`src/rtl/scemi_input_pipe_unpacker.sv`:
```
// Input-pipe unpacker: takes multi-element payloads from a transactor front end,
// serializes them into an element FIFO and presents one element per cycle.
// Message boundaries survive, including zero-length end-of-message markers.
//
// Handshakes: a transfer happens on a rising clk edge where valid & ready are
// both high. The producer holds valid and its payload stable until that edge.
// Ready never depends on valid in the same cycle.
module scemi_input_pipe_unpacker #(
  parameter int BYTES_PER_ELEMENT    = 1,
  parameter int PAYLOAD_MAX_ELEMENTS = 4,
  parameter int BUFFER_MAX_ELEMENTS  = 16,
  localparam int EW = BYTES_PER_ELEMENT * 8,
  localparam int PW = PAYLOAD_MAX_ELEMENTS * EW,
  localparam int NW = $clog2(PAYLOAD_MAX_ELEMENTS + 1),
  localparam int CW = $clog2(BUFFER_MAX_ELEMENTS + 1)
) (
  input  logic          clk,
  input  logic          rst,
  input  logic          in_valid,
  output logic          in_ready,
  input  logic [NW-1:0] in_num_elements,
  input  logic [PW-1:0] in_data,
  input  logic          in_eom,
  output logic          out_valid,
  input  logic          out_ready,
  output logic [EW-1:0] out_data,
  output logic          out_eom,
  output logic          out_nodata,
  output logic [CW-1:0] level,
  output logic          err_overlen,
  output logic [1:0]    dbg_state
);

  localparam int AW = $clog2(BUFFER_MAX_ELEMENTS);

  typedef enum logic [1:0] {IDLE = 2'd0, UNPACK = 2'd1, MARK = 2'd2} state_t;

  state_t        state, state_nxt;
  logic [PW-1:0] pay_data;
  logic          pay_eom;
  logic [NW-1:0] pay_n;
  logic [NW-1:0] idx;
  logic [NW-1:0] n_clamped;
  logic          accept;
  logic          full;
  logic          push;
  logic          pop;
  logic          last_elem;
  logic [EW-1:0] push_data;
  logic          push_eom;
  logic          push_nodata;

  logic [EW-1:0] mem_data   [BUFFER_MAX_ELEMENTS];
  logic          mem_eom    [BUFFER_MAX_ELEMENTS];
  logic          mem_nodata [BUFFER_MAX_ELEMENTS];
  logic [AW-1:0] wr_ptr, rd_ptr;

  assign dbg_state = state;
  assign in_ready  = (state == IDLE) && !rst;
  assign accept    = in_valid && in_ready;
  assign n_clamped = (in_num_elements > NW'(PAYLOAD_MAX_ELEMENTS))
                     ? NW'(PAYLOAD_MAX_ELEMENTS) : in_num_elements;
  // Full uses the registered level only; a same-cycle pop does not free a slot.
  assign full      = (level == CW'(BUFFER_MAX_ELEMENTS));
  assign last_elem = (idx == pay_n - NW'(1));
  assign pop       = out_valid && out_ready;

  // Next-state logic and the entry to be written into the FIFO this cycle.
  always_comb begin
    state_nxt   = state;
    push        = 1'b0;
    push_data   = '0;
    push_eom    = 1'b0;
    push_nodata = 1'b0;
    case (state)
      IDLE: begin
        if (accept) begin
          if (n_clamped != '0) state_nxt = UNPACK;
          else if (in_eom)     state_nxt = MARK;
        end
      end
      UNPACK: begin
        if (!full) begin
          push      = 1'b1;
          push_data = pay_data[idx*EW +: EW];
          push_eom  = pay_eom && last_elem;
          if (last_elem) state_nxt = IDLE;
        end
      end
      MARK: begin
        if (!full) begin
          push        = 1'b1;
          push_eom    = 1'b1;
          push_nodata = 1'b1;
          state_nxt   = IDLE;
        end
      end
      default: state_nxt = IDLE;
    endcase
  end

  // State register, latched payload, element index and sticky overlength flag.
  always_ff @(posedge clk or posedge rst) begin
    if (rst) begin
      state       <= IDLE;
      pay_data    <= '0;
      pay_eom     <= 1'b0;
      pay_n       <= '0;
      idx         <= '0;
      err_overlen <= 1'b0;
    end else begin
      state <= state_nxt;
      if (accept) begin
        pay_data <= in_data;
        pay_eom  <= in_eom;
        pay_n    <= n_clamped;
        idx      <= '0;
        if (in_num_elements > NW'(PAYLOAD_MAX_ELEMENTS)) err_overlen <= 1'b1;
      end else if (push && state == UNPACK) begin
        idx <= idx + NW'(1);
      end
    end
  end

  // FIFO storage; contents are qualified by level so need no reset.
  always_ff @(posedge clk) begin
    if (push) begin
      mem_data[wr_ptr]   <= push_data;
      mem_eom[wr_ptr]    <= push_eom;
      mem_nodata[wr_ptr] <= push_nodata;
    end
  end

  // FIFO pointers and occupancy; pointers wrap naturally at the power-of-2 depth.
  always_ff @(posedge clk or posedge rst) begin
    if (rst) begin
      wr_ptr <= '0;
      rd_ptr <= '0;
      level  <= '0;
    end else begin
      if (push) wr_ptr <= wr_ptr + AW'(1);
      if (pop)  rd_ptr <= rd_ptr + AW'(1);
      case ({push, pop})
        2'b10:   level <= level + CW'(1);
        2'b01:   level <= level - CW'(1);
        default: level <= level;
      endcase
    end
  end

  // Head entry drives the outputs; forced to zero when the FIFO is empty.
  always_comb begin
    out_valid  = (level != '0);
    out_data   = '0;
    out_eom    = 1'b0;
    out_nodata = 1'b0;
    if (out_valid) begin
      out_data   = mem_data[rd_ptr];
      out_eom    = mem_eom[rd_ptr];
      out_nodata = mem_nodata[rd_ptr];
    end
  end

endmodule

```
`config.mk`:
```
export PLATFORM = sky130hd
export DESIGN_NAME = scemi_input_pipe_unpacker
export DESIGN_NICKNAME = d
export VERILOG_FILES = /design/src/rtl/scemi_input_pipe_unpacker.sv
export SDC_FILE = /design/constraint.sdc
export NUM_CORES = 1
export LEC_CHECK = 0
export ABC_AREA = 1
export ABC_CLOCK_PERIOD_IN_PS = 6100
export CAP_MARGIN = 20
export CORE_ASPECT_RATIO = 2
export CORE_MARGIN = 10
export CORE_UTILIZATION = 28
export DETAILED_ROUTE_END_ITERATION = 10
export GPL_ROUTABILITY_DRIVEN = 0
export PLACE_DENSITY_LB_ADDON = 0.05
export SLEW_MARGIN = 25
export SYNTH_ARGS = -nofsm -noshare
export SYNTH_HDL_FRONTEND = slang
export SYNTH_SLANG_ARGS = --single-unit
```
`constraint.sdc`:
```
create_clock -name clk -period 6.1 [get_ports clk]
set_clock_uncertainty 0.2 [all_clocks]
set_input_delay 1.22 -clock clk [delete_from_list [all_inputs] [get_ports clk]]
set_output_delay 1.22 -clock clk [all_outputs]
set_load 0.02 [all_outputs]
```
==> impl_metrics.csv, run 1 <==
group,metric,value,unit
cts,cts_setup_buffers,0,
cts,cts_tree,"yes",
detailed_routing,vias,6565,
global_routing,grt_usage,0.1351,
detailed_routing,vias_per_cell,4.553,
timing,hold_violations,0,
detailed_routing,drt_iter0_drc,249,
power_and_ir_drop,irDropWorstVdd,0.1928,mV
synth,synthXorXnorAreaFrac,0.009249,
cts,cts_num_sinks,215,
placement,dpl.hpwl,18670,µm
placement,place_inst,1402,
worst_setup_path,crit_start,"rd_ptr[0]",
synth,ys_seq_area_frac,0.6527,
synth,syn_area,9469,µm²
timing,setup_viol,0,
flow_run,drv_cap,0,
synth,syn_nets,982,
synth,synth_fa_ha_area_frac,0.01718,
synth,synth_simple_gate_area_frac,0.2360,
cts,numCtsBuffers,22,
finish,drive_gt1_frac,0.08151,
timing,rsz0062_at_grt,"no",
timing,fin_hold_ws,272.4,ps
cts,clkTransAtPathRegs,60,ps
cts,cts_buffer_depth,3,
global_routing,grt_pass1_wl,42850,µm
worst_setup_path,crit_path_start_kind,"register",
synth,synthTopCellsByArea,"edfxtp_1 51%, dfrtp_1 15%, nand2_1 14%",
cts,htree_levels,1,
detailed_routing,drt-wirelength-per-cell,19.48,µm
synth,synth_top_family_by_area,"simple AND/OR/NAND/NOR gates",
synth,synth_top_cell_area_share,0.5074,
cts,holdBufCountCts,0,
power_and_ir_drop,p_leak,0.004493,µW
worst_setup_path,reg2reg_to,"mem_data[15][0]",
global_routing,grt_max_degree,82,
synth,synth-compound-area-share,0.03515,
synth,ys_types,34,
outcome,outcome,"complete, no violations",
finish,num-nets-final,1043,
detailed_routing,antenna_left,0,
die,io_pins,60,
worst_setup_path,rrSetupSlack,3420,ps
timing,setup_tns,0,ps
timing,slew_viol_final,0,
synth,synth_top_area_cell,"edfxtp_1",
worst_setup_path,cp_max_fo,47,
finish,syn2layout_area_growth,18.82,%
synth,avgSynthCellArea,10.19,µm²
synth,yosys_warnings,0,
synth,synthCells,929,
global_routing,grt_overflow,0,
die,die_w,150.0,µm
cts,clkLatencyLatePin,520,ps
power_and_ir_drop,powerDensity,539.6,nW/µm²
finish,stdcell_count,1442,
placement,port_buffers,59,
detailed_routing,dr.pass1.iters,7,
worst_setup_path,crit_required,4680,ps
detailed_routing,drc,0,
synth,ys_ff_latch,215,
finish,fin_util,0.3356,
timing,min_period,4895,ps
timing,period_share,0.8025,
timing,slew_headroom,0.3389,
worst_setup_path,arrival,3480,ps
finish,antenna_cells,0,
global_routing,grt_pass1_vias,6982,
worst_setup_path,timing.rr.start,"dbg_state[1]",
die,start_util,0.2825,
cts,cts_resized,0,
timing,timing.fmax,0.2043,GHz
global_routing,antenna_found_initial,0,
die,coreArea,33520,µm²
detailed_routing,wirelength,28090,µm
finish,final_common_cell,"nand2_1",
worst_setup_path,ff2ff_path_depth,4,
worst_setup_path,path_class,"reg -> out",
worst_setup_path,end_kind,"output pin",
finish,layout_common_cells,"344 x nand2_1, 160 x edfxtp_1, 134 x nand3_1",
cts,clockRootBuffer,"clkbuf_16",
die,die_y,280.1,µm
worst_setup_path,setup.worst_path.end,"out_eom",
timing,worstMarginPinSlew,991.7,ps
min_path,hold_class,"reg -> reg",
synth,synth.area.mux_share,0,
die,num_rows,95,
die,die-area,42020,µm²
[metal layers]
layer  global-route usage  vias to the layer above  routed length [µm]
li1                     -                     3226                   -
met1               0.1419                     3208               10560
met2               0.2668                       99               16130
met3              0.01680                       32                 806
met4              0.03954                        0                 592
met5                    0                        -                   0
[cell usage after synthesis (all sizes together)]
cell / number
a21boi: 1
a21oi: 23
buf: 36
clkbuf: 10
clkinv: 2
dfrtp: 55
edfxtp: 160
ha: 13
inv: 50
nand2: 347
nand3: 134
nand3b: 2
nand4: 4
nor2: 42
nor4: 1
o211ai: 7
o21ai: 30
o31ai: 1
or2: 1
xnor2: 2
xor2: 8
[worst max-delay path: stages (launching register included)]
cell             delay, ps
dfrtp_2                870
buf_4                  610
nand2_1                110
nand3_1                110
nand3_1                100
nand2_1                 90
nand2_1                 80
a21oi_1                290
clkdlybuf4s50_1        670
[flip-flops by register name, summed over array words and instances, names as in the netlist]
register,flops
pay_n,3
dbg_state,2
pay_data,32
mem_nodata,16
wr_ptr,4
level,5
idx,3
rd_ptr,4
mem_data,128
mem_eom,16
err_overlen,1
pay_eom,1
[how the worst min path moves through the flow]
stage	end	cells past startpoint	startpoint	slack, ps
2_1_floorplan	pay_data[10]	2	pay_data[10]	240
3_3_place_gp	pay_data[9]	2	pay_data[9]	260
3_5_place_dp	pay_data[9]	2	pay_data[9]	260
4_1_cts	pay_data[9]	2	pay_data[9]	280
5_1_grt	pay_data[7]	2	pay_data[7]	300
6_report	pay_data[6]	2	pay_data[6]	270
[kinds of logic (layout without fill, tap and decap cells)]
kind of cell               Yosys count  after routing
and+or+nand+nor                    531            531
DFF                                215            215
buffers and inverters               98            175
AOI/OAI and AO/OA                   62             62
adders and majority gates           13             13
xor gates and xnor gates            10             10
[area by class of cell]
type                       count  area (µm²)
clock buffer                  27       590.6
clock inverter                13       120.1
tap                          436       545.5
timing repair buffer          83       770.7
fill                        3482       22270
multi-input combinational    616        2841
sequential                   215        6182
inverter                      52       200.2
[per-stage QoR]
step	setup WS, ps	total power (µW)	area [µm²]
after floorplan	3244	3866	9469
after global placement	1619	4845	10530
after detailed placement	1618	4845	10540
after CTS	1058	6222	11250
after global routing	895.7	6564	11250
final	1205	6070	11250
[power breakdown]
part	total (µW)	switching [µW]	internal (µW)	leakage [µW]
Sequential	2250	211	2030	0.00214
Combinational	2480	1670	803	0.00201
Clock	1350	575	775	0.000342
No activity file was read; power rests on OpenSTA's default activity.
==> run 2, diff against run 1 <==
--- a/config.mk
+++ b/config.mk
@@ -6,7 +6,7 @@
 export NUM_CORES = 1
 export LEC_CHECK = 0
 export ABC_AREA = 1
-export ABC_CLOCK_PERIOD_IN_PS = 6100
+export ABC_CLOCK_PERIOD_IN_PS = 4300
 export CAP_MARGIN = 20
 export CORE_ASPECT_RATIO = 2
 export CORE_MARGIN = 10
==> constraint.sdc (replaced) <==
create_clock -name clk -period 4.3 [get_ports clk]
set_clock_uncertainty 0.2 [all_clocks]
set_input_delay 0.86 -clock clk [delete_from_list [all_inputs] [get_ports clk]]
set_output_delay 0.86 -clock clk [all_outputs]
set_load 0.02 [all_outputs]
==> run 2 against run 1 <==
Clock power up 28%. Count of clock-buffer cells in the layout up 5. Worst hold slack better by 1.9 ps. Critical path depth up 1. First-iteration DRC count down 22%. Combinational power up 48%. Final area unchanged. Die area unchanged. Total power up 40%. Flip-flop and latch count unchanged. Sequential power up 38%. Global-route usage down 0.47 points. Critical path type unchanged.
==> impl_metrics.csv, run 2 (synthesis results as in run 1) <==
group,metric,value,unit
outcome,outcome,"complete, no violations",
finish,drive_gt1_frac,0.07723,
timing,slew_viol_final,0,
die,num_rows,95,
cts,cts_setup_buffers,0,
timing,worstMarginPinSlew,863.6,ps
cts,clkLatencyLatePin,510,ps
min_path,hold_start,"pay_data[9]",
power_and_ir_drop,irDropWorstVdd,0.4189,mV
finish,antenna_cells,0,
finish,layout_common_cells,"344 x nand2_1, 160 x edfxtp_1, 134 x nand3_1",
detailed_routing,antenna_left,0,
finish,top_register,"mem_data",
die,io_pins,60,
worst_setup_path,arrival,2860,ps
worst_setup_path,rrSetupSlack,1710,ps
global_routing,antenna_found_initial,0,
worst_setup_path,crit_path_start_kind,"register",
cts,cts_num_sinks,215,
global_routing,grt_overflow,0,
placement,dpl.hpwl,18480,µm
finish,register_area,6182,µm²
finish,num-nets-final,1050,
worst_setup_path,path_class,"reg -> out",
die,die-area,42020,µm²
finish,stdcell_count,1446,
timing,period_share,0.9113,
placement,place_inst,1410,
timing,hold_violations,0,
timing,slew_headroom,0.4237,
cts,clockRootBuffer,"clkbuf_16",
detailed_routing,drc,0,
timing,layout_setup_ws,381.4,ps
placement,pre_cts_ws,871.3,ps
finish,fin_util,0.3356,
cts,cts_tree,"yes",
min_path,hold_class,"reg -> reg",
cts,numCtsBuffers,21,
cts,htree_levels,1,
die,coreArea,33520,µm²
finish,syn2layout_area_growth,18.82,%
global_routing,grt_pass1_vias,6768,
min_path,hold_end,"pay_data[9]",
timing,rsz0062_at_grt,"no",
worst_setup_path,crit_required,3240,ps
placement,port_buffers,59,
global_routing,grt_usage,0.1303,
detailed_routing,vias_per_cell,4.487,
cts,cts_resized,0,
cts,cts_buffer_depth,3,
detailed_routing,dr.pass1.iters,4,
finish,largest_reg_flops,128,
detailed_routing,vias,6488,
power_and_ir_drop,powerDensity,754.6,nW/µm²
power_and_ir_drop,p_leak,0.004500,µW
worst_setup_path,timing.rr.start,"level[1]",
timing,timing.fmax,0.2552,GHz
finish,fill_cells,3490,
timing,min_period,3919,ps
die,die_w,150.0,µm
min_path,whs_path_depth,2,
detailed_routing,wirelength,27130,µm
worst_setup_path,cp_max_fo,40,
die,die_y,280.1,µm
power_and_ir_drop,power,8490,µW
flow_run,drv_cap,0,
worst_setup_path,reg2reg_to,"level[4]",
worst_setup_path,ff2ff_path_depth,14,
timing,setup_tns,0,ps
cts,holdBufCountCts,0,
finish,reg_top3,"mem_data: 128 flops, pay_data: 32 flops",
finish,final_common_cell,"nand2_1",
timing,setup_viol,0,
finish,multiInputGateArea,2833,µm²
die,start_util,0.2825,
detailed_routing,drt_iter0_drc,195,
detailed_routing,drt-wirelength-per-cell,18.76,µm
cts,clkTransAtPathRegs,60,ps
global_routing,grt_pass1_wl,41430,µm
global_routing,grt_max_degree,83,
worst_setup_path,end_kind,"output pin",
run 2: area by class of cell:
cell class                 instances  share of cell area
sequential                       215              0.5495
inverter                          52             0.01779
timing repair buffer              91             0.07829
tap                              436             0.04849
multi-input combinational        616              0.2518
clock buffer                      32             0.05038
clock inverter                     4            0.003781
run 2: worst max-delay path by stage:
stage	from	to	slack [ps]
CTS	rd_ptr[0]	out_eom	320
floorplan	level[1]	level[4]	1790
global route	rd_ptr[0]	out_eom	170
detailed placement	rd_ptr[0]	out_eom	870
global placement	rd_ptr[0]	out_eom	880
finish	rd_ptr[0]	out_eom	380
run 2: critical path, cell delays in order, from the launching register on:
cell,delay [ps]
dfrtp_2,440
clkinv_4,270
buf_12,240
nand2_1,60
nand3_1,70
nand3_1,80
nand2_1,80
nand2_1,50
a21oi_1,320
clkdlybuf4s50_1,680
run 2: metrics by stage:
step                area (µm²)  hold slack, ps
finish                   11250           274.3
global route             11250           298.7
CTS                      11250           278.4
detailed placement       10640           260.1
global placement         10630           257.2
floorplan                 9469           243.6
run 2: power by group:
group	internal (µW)	leakage [µW]	switching [µW]
clock network	965	0.000293	766
logic	1200	0.00206	2450
registers	2890	0.00214	216
total	5060	0.00450	3430
run 2: routing by layer:
| layer | vias up | part of all wire | track usage |
|---|---|---|---|
| met2 | 97 | 0.56 | 0.2549 |
| li1 | 3236 | - | - |
| met1 | 3123 | 0.39 | 0.1379 |
| met5 | - | 0 | 0 |
| met3 | 32 | 0.028 | 0.01696 |
| met4 | 0 | 0.022 | 0.03979 |
==> run 3, diff against run 2 <==
--- a/config.mk
+++ b/config.mk
@@ -9,7 +9,6 @@
 export ABC_CLOCK_PERIOD_IN_PS = 4300
 export CAP_MARGIN = 20
 export CORE_ASPECT_RATIO = 2
-export CORE_MARGIN = 10
 export CORE_UTILIZATION = 28
 export DETAILED_ROUTE_END_ITERATION = 10
 export GPL_ROUTABILITY_DRIVEN = 0
==> run 3 against run 2 <==
Critical path depth unchanged. Total power increased by 2.9%. Global-route usage up 3.1 points. Cell count increased by 0.14%. Largest power group unchanged. Via count is 0.37% higher. Final area increased by 0.87%. Die area fell by 18%.
==> impl_metrics.csv, run 3 (synthesis results as in run 1) <==
group,metric,value,unit
detailed_routing,antenna_left,0,
cts,numCtsBuffers,22,
finish,multiInputGateArea,2829,µm²
finish,layout_common_cells,"344 x nand2_1, 160 x edfxtp_1, 134 x nand3_1",
finish,fin_util,0.3434,
finish,antenna_cells,0,
finish,register_area,6182,µm²
global_routing,antenna_found_initial,0,
die,num_rows,94,
cts,clkTransAtPathRegs,60,ps
finish,final_common_cell,"nand2_1",
worst_setup_path,end_kind,"output pin",
worst_setup_path,crit_required,3240,ps
min_path,hold_class,"reg -> reg",
timing,timing.fmax,0.2542,GHz
cts,htree_levels,1,
detailed_routing,vias,6512,
die,io_pins,60,
cts,cts_num_sinks,215,
detailed_routing,dr.pass1.iters,4,
finish,largest_reg_flops,128,
die,start_util,0.2865,
detailed_routing,drt-wirelength-per-cell,18.88,µm
worst_setup_path,path_class,"reg -> out",
finish,reg_top3,"mem_data: 128 flops, pay_data: 32 flops",
detailed_routing,vias_per_cell,4.497,
timing,period_share,0.9149,
finish,syn2layout_area_growth,19.85,%
global_routing,grt_pass1_vias,6674,
outcome,outcome,"complete, no violations",
global_routing,grt_overflow,0,
global_routing,grt_pass1_wl,40650,µm
die,coreArea,33050,µm²
timing,setup_tns,0,ps
timing,hold_violations,0,
detailed_routing,drc,0,
cts,holdBufCountCts,0,
timing,setup_viol,0,
timing,min_period,3934,ps
flow_run,drv_cap,0,
detailed_routing,wirelength,27330,µm
cts,cts_setup_buffers,0,
cts,cts_buffer_depth,3,
placement,place_area,10620,µm²
timing,rsz0062_at_grt,"no",
die,die_y,262.1,µm
placement,dpl.hpwl,18380,µm
finish,fill_cells,3343,
timing,slew_viol_final,0,
worst_setup_path,crit_path_start_kind,"register",
timing,layout_setup_ws,365.9,ps
worst_setup_path,arrival,2870,ps
timing,slew_headroom,0.4425,
die,die_w,132.0,µm
global_routing,grt_usage,0.1610,
finish,fin_area,11350,µm²
detailed_routing,drt_iter0_drc,299,
cts,clockRootBuffer,"clkbuf_16",
worst_setup_path,cp_max_fo,41,
finish,top_register,"mem_data",
global_routing,grt_max_degree,83,
power_and_ir_drop,irDropWorstVdd,0.3915,mV
timing,fin_hold_ws,276.1,ps
cts,clkLatencyLatePin,520,ps
finish,drive_gt1_frac,0.08465,
timing,worstMarginPinSlew,836.3,ps
placement,pre_cts_ws,896.6,ps
power_and_ir_drop,powerDensity,770.0,nW/µm²
die,die-area,34600,µm²
power_and_ir_drop,p_leak,0.004567,µW
cts,cts_tree,"yes",
cts,cts_resized,0,
placement,port_buffers,59,
finish,num-nets-final,1054,
## run 3: cell types whose count changed in the layout (fill, tap and decap cells not counted), moves of 2 or more
cell	delta
buf_4	+6
nor2_2	-3
buf_12	-3
clkbuf_16	+2
nor2_1	+3
clkinv_2	+2
bufinv_16	+2
clkbuf_1	-5
## run 3: path summary, 6_finish.rpt
path	cells past startpoint	endpoint	slack (ps)	from
min in group asynchronous	2	dbg_state[1]	660	rst
hold reg to reg	2	pay_data[5]	280	pay_data[5]
max in group asynchronous	3	pay_data[2]	2640	rst
setup / recovery	9	out_nodata	370	rd_ptr[0]
hold / removal	2	pay_data[5]	280	pay_data[5]
setup reg to reg	14	level[4]	1610	level[1]
## run 3: cell type report
cell class,count,share of cell area
Clock buffer,30,0.05391
Timing Repair Buffer,94,0.07630
Inverter,52,0.01786
Sequential cell,215,0.5448
Clock inverter,9,0.01025
Multi-Input combinational cell,616,0.2493
Tap cell,432,0.04763
## run 3: worst max-delay path, cell delays in order (launching register included)
cell and delay (ps):
dfrtp_2 440, clkinv_4 130, buf_4 420, nand2_1 100
nand3_1 130, nand3_1 110, nand2_1 90, nand2_1 80
a21oi_1 210, clkdlybuf4s50_1 640
## run 3: stage by stage
step,power (µW),cells
floorplan,5484,929
global placement,6956,1409
detailed placement,6933,1409
CTS,8944,1448
global route,9347,1448
finish,8738,1448
## run 3: per-layer routing
metal | global-route usage | part of all wire | up-vias
met3 | 0.01601 | 0.031 | 33
met2 | 0.3361 | 0.58 | 128
met4 | 0.06137 | 0.028 | 0
met5 | 0 | 0 | -
met1 | 0.1592 | 0.36 | 3111
li1 | - | - | 3240
## run 3: power breakdown
part           total [µW]  switching [µW]  internal, µW
combinational        3640            2460          1180
sequential           3130             243          2890
clock                1970             794          1170
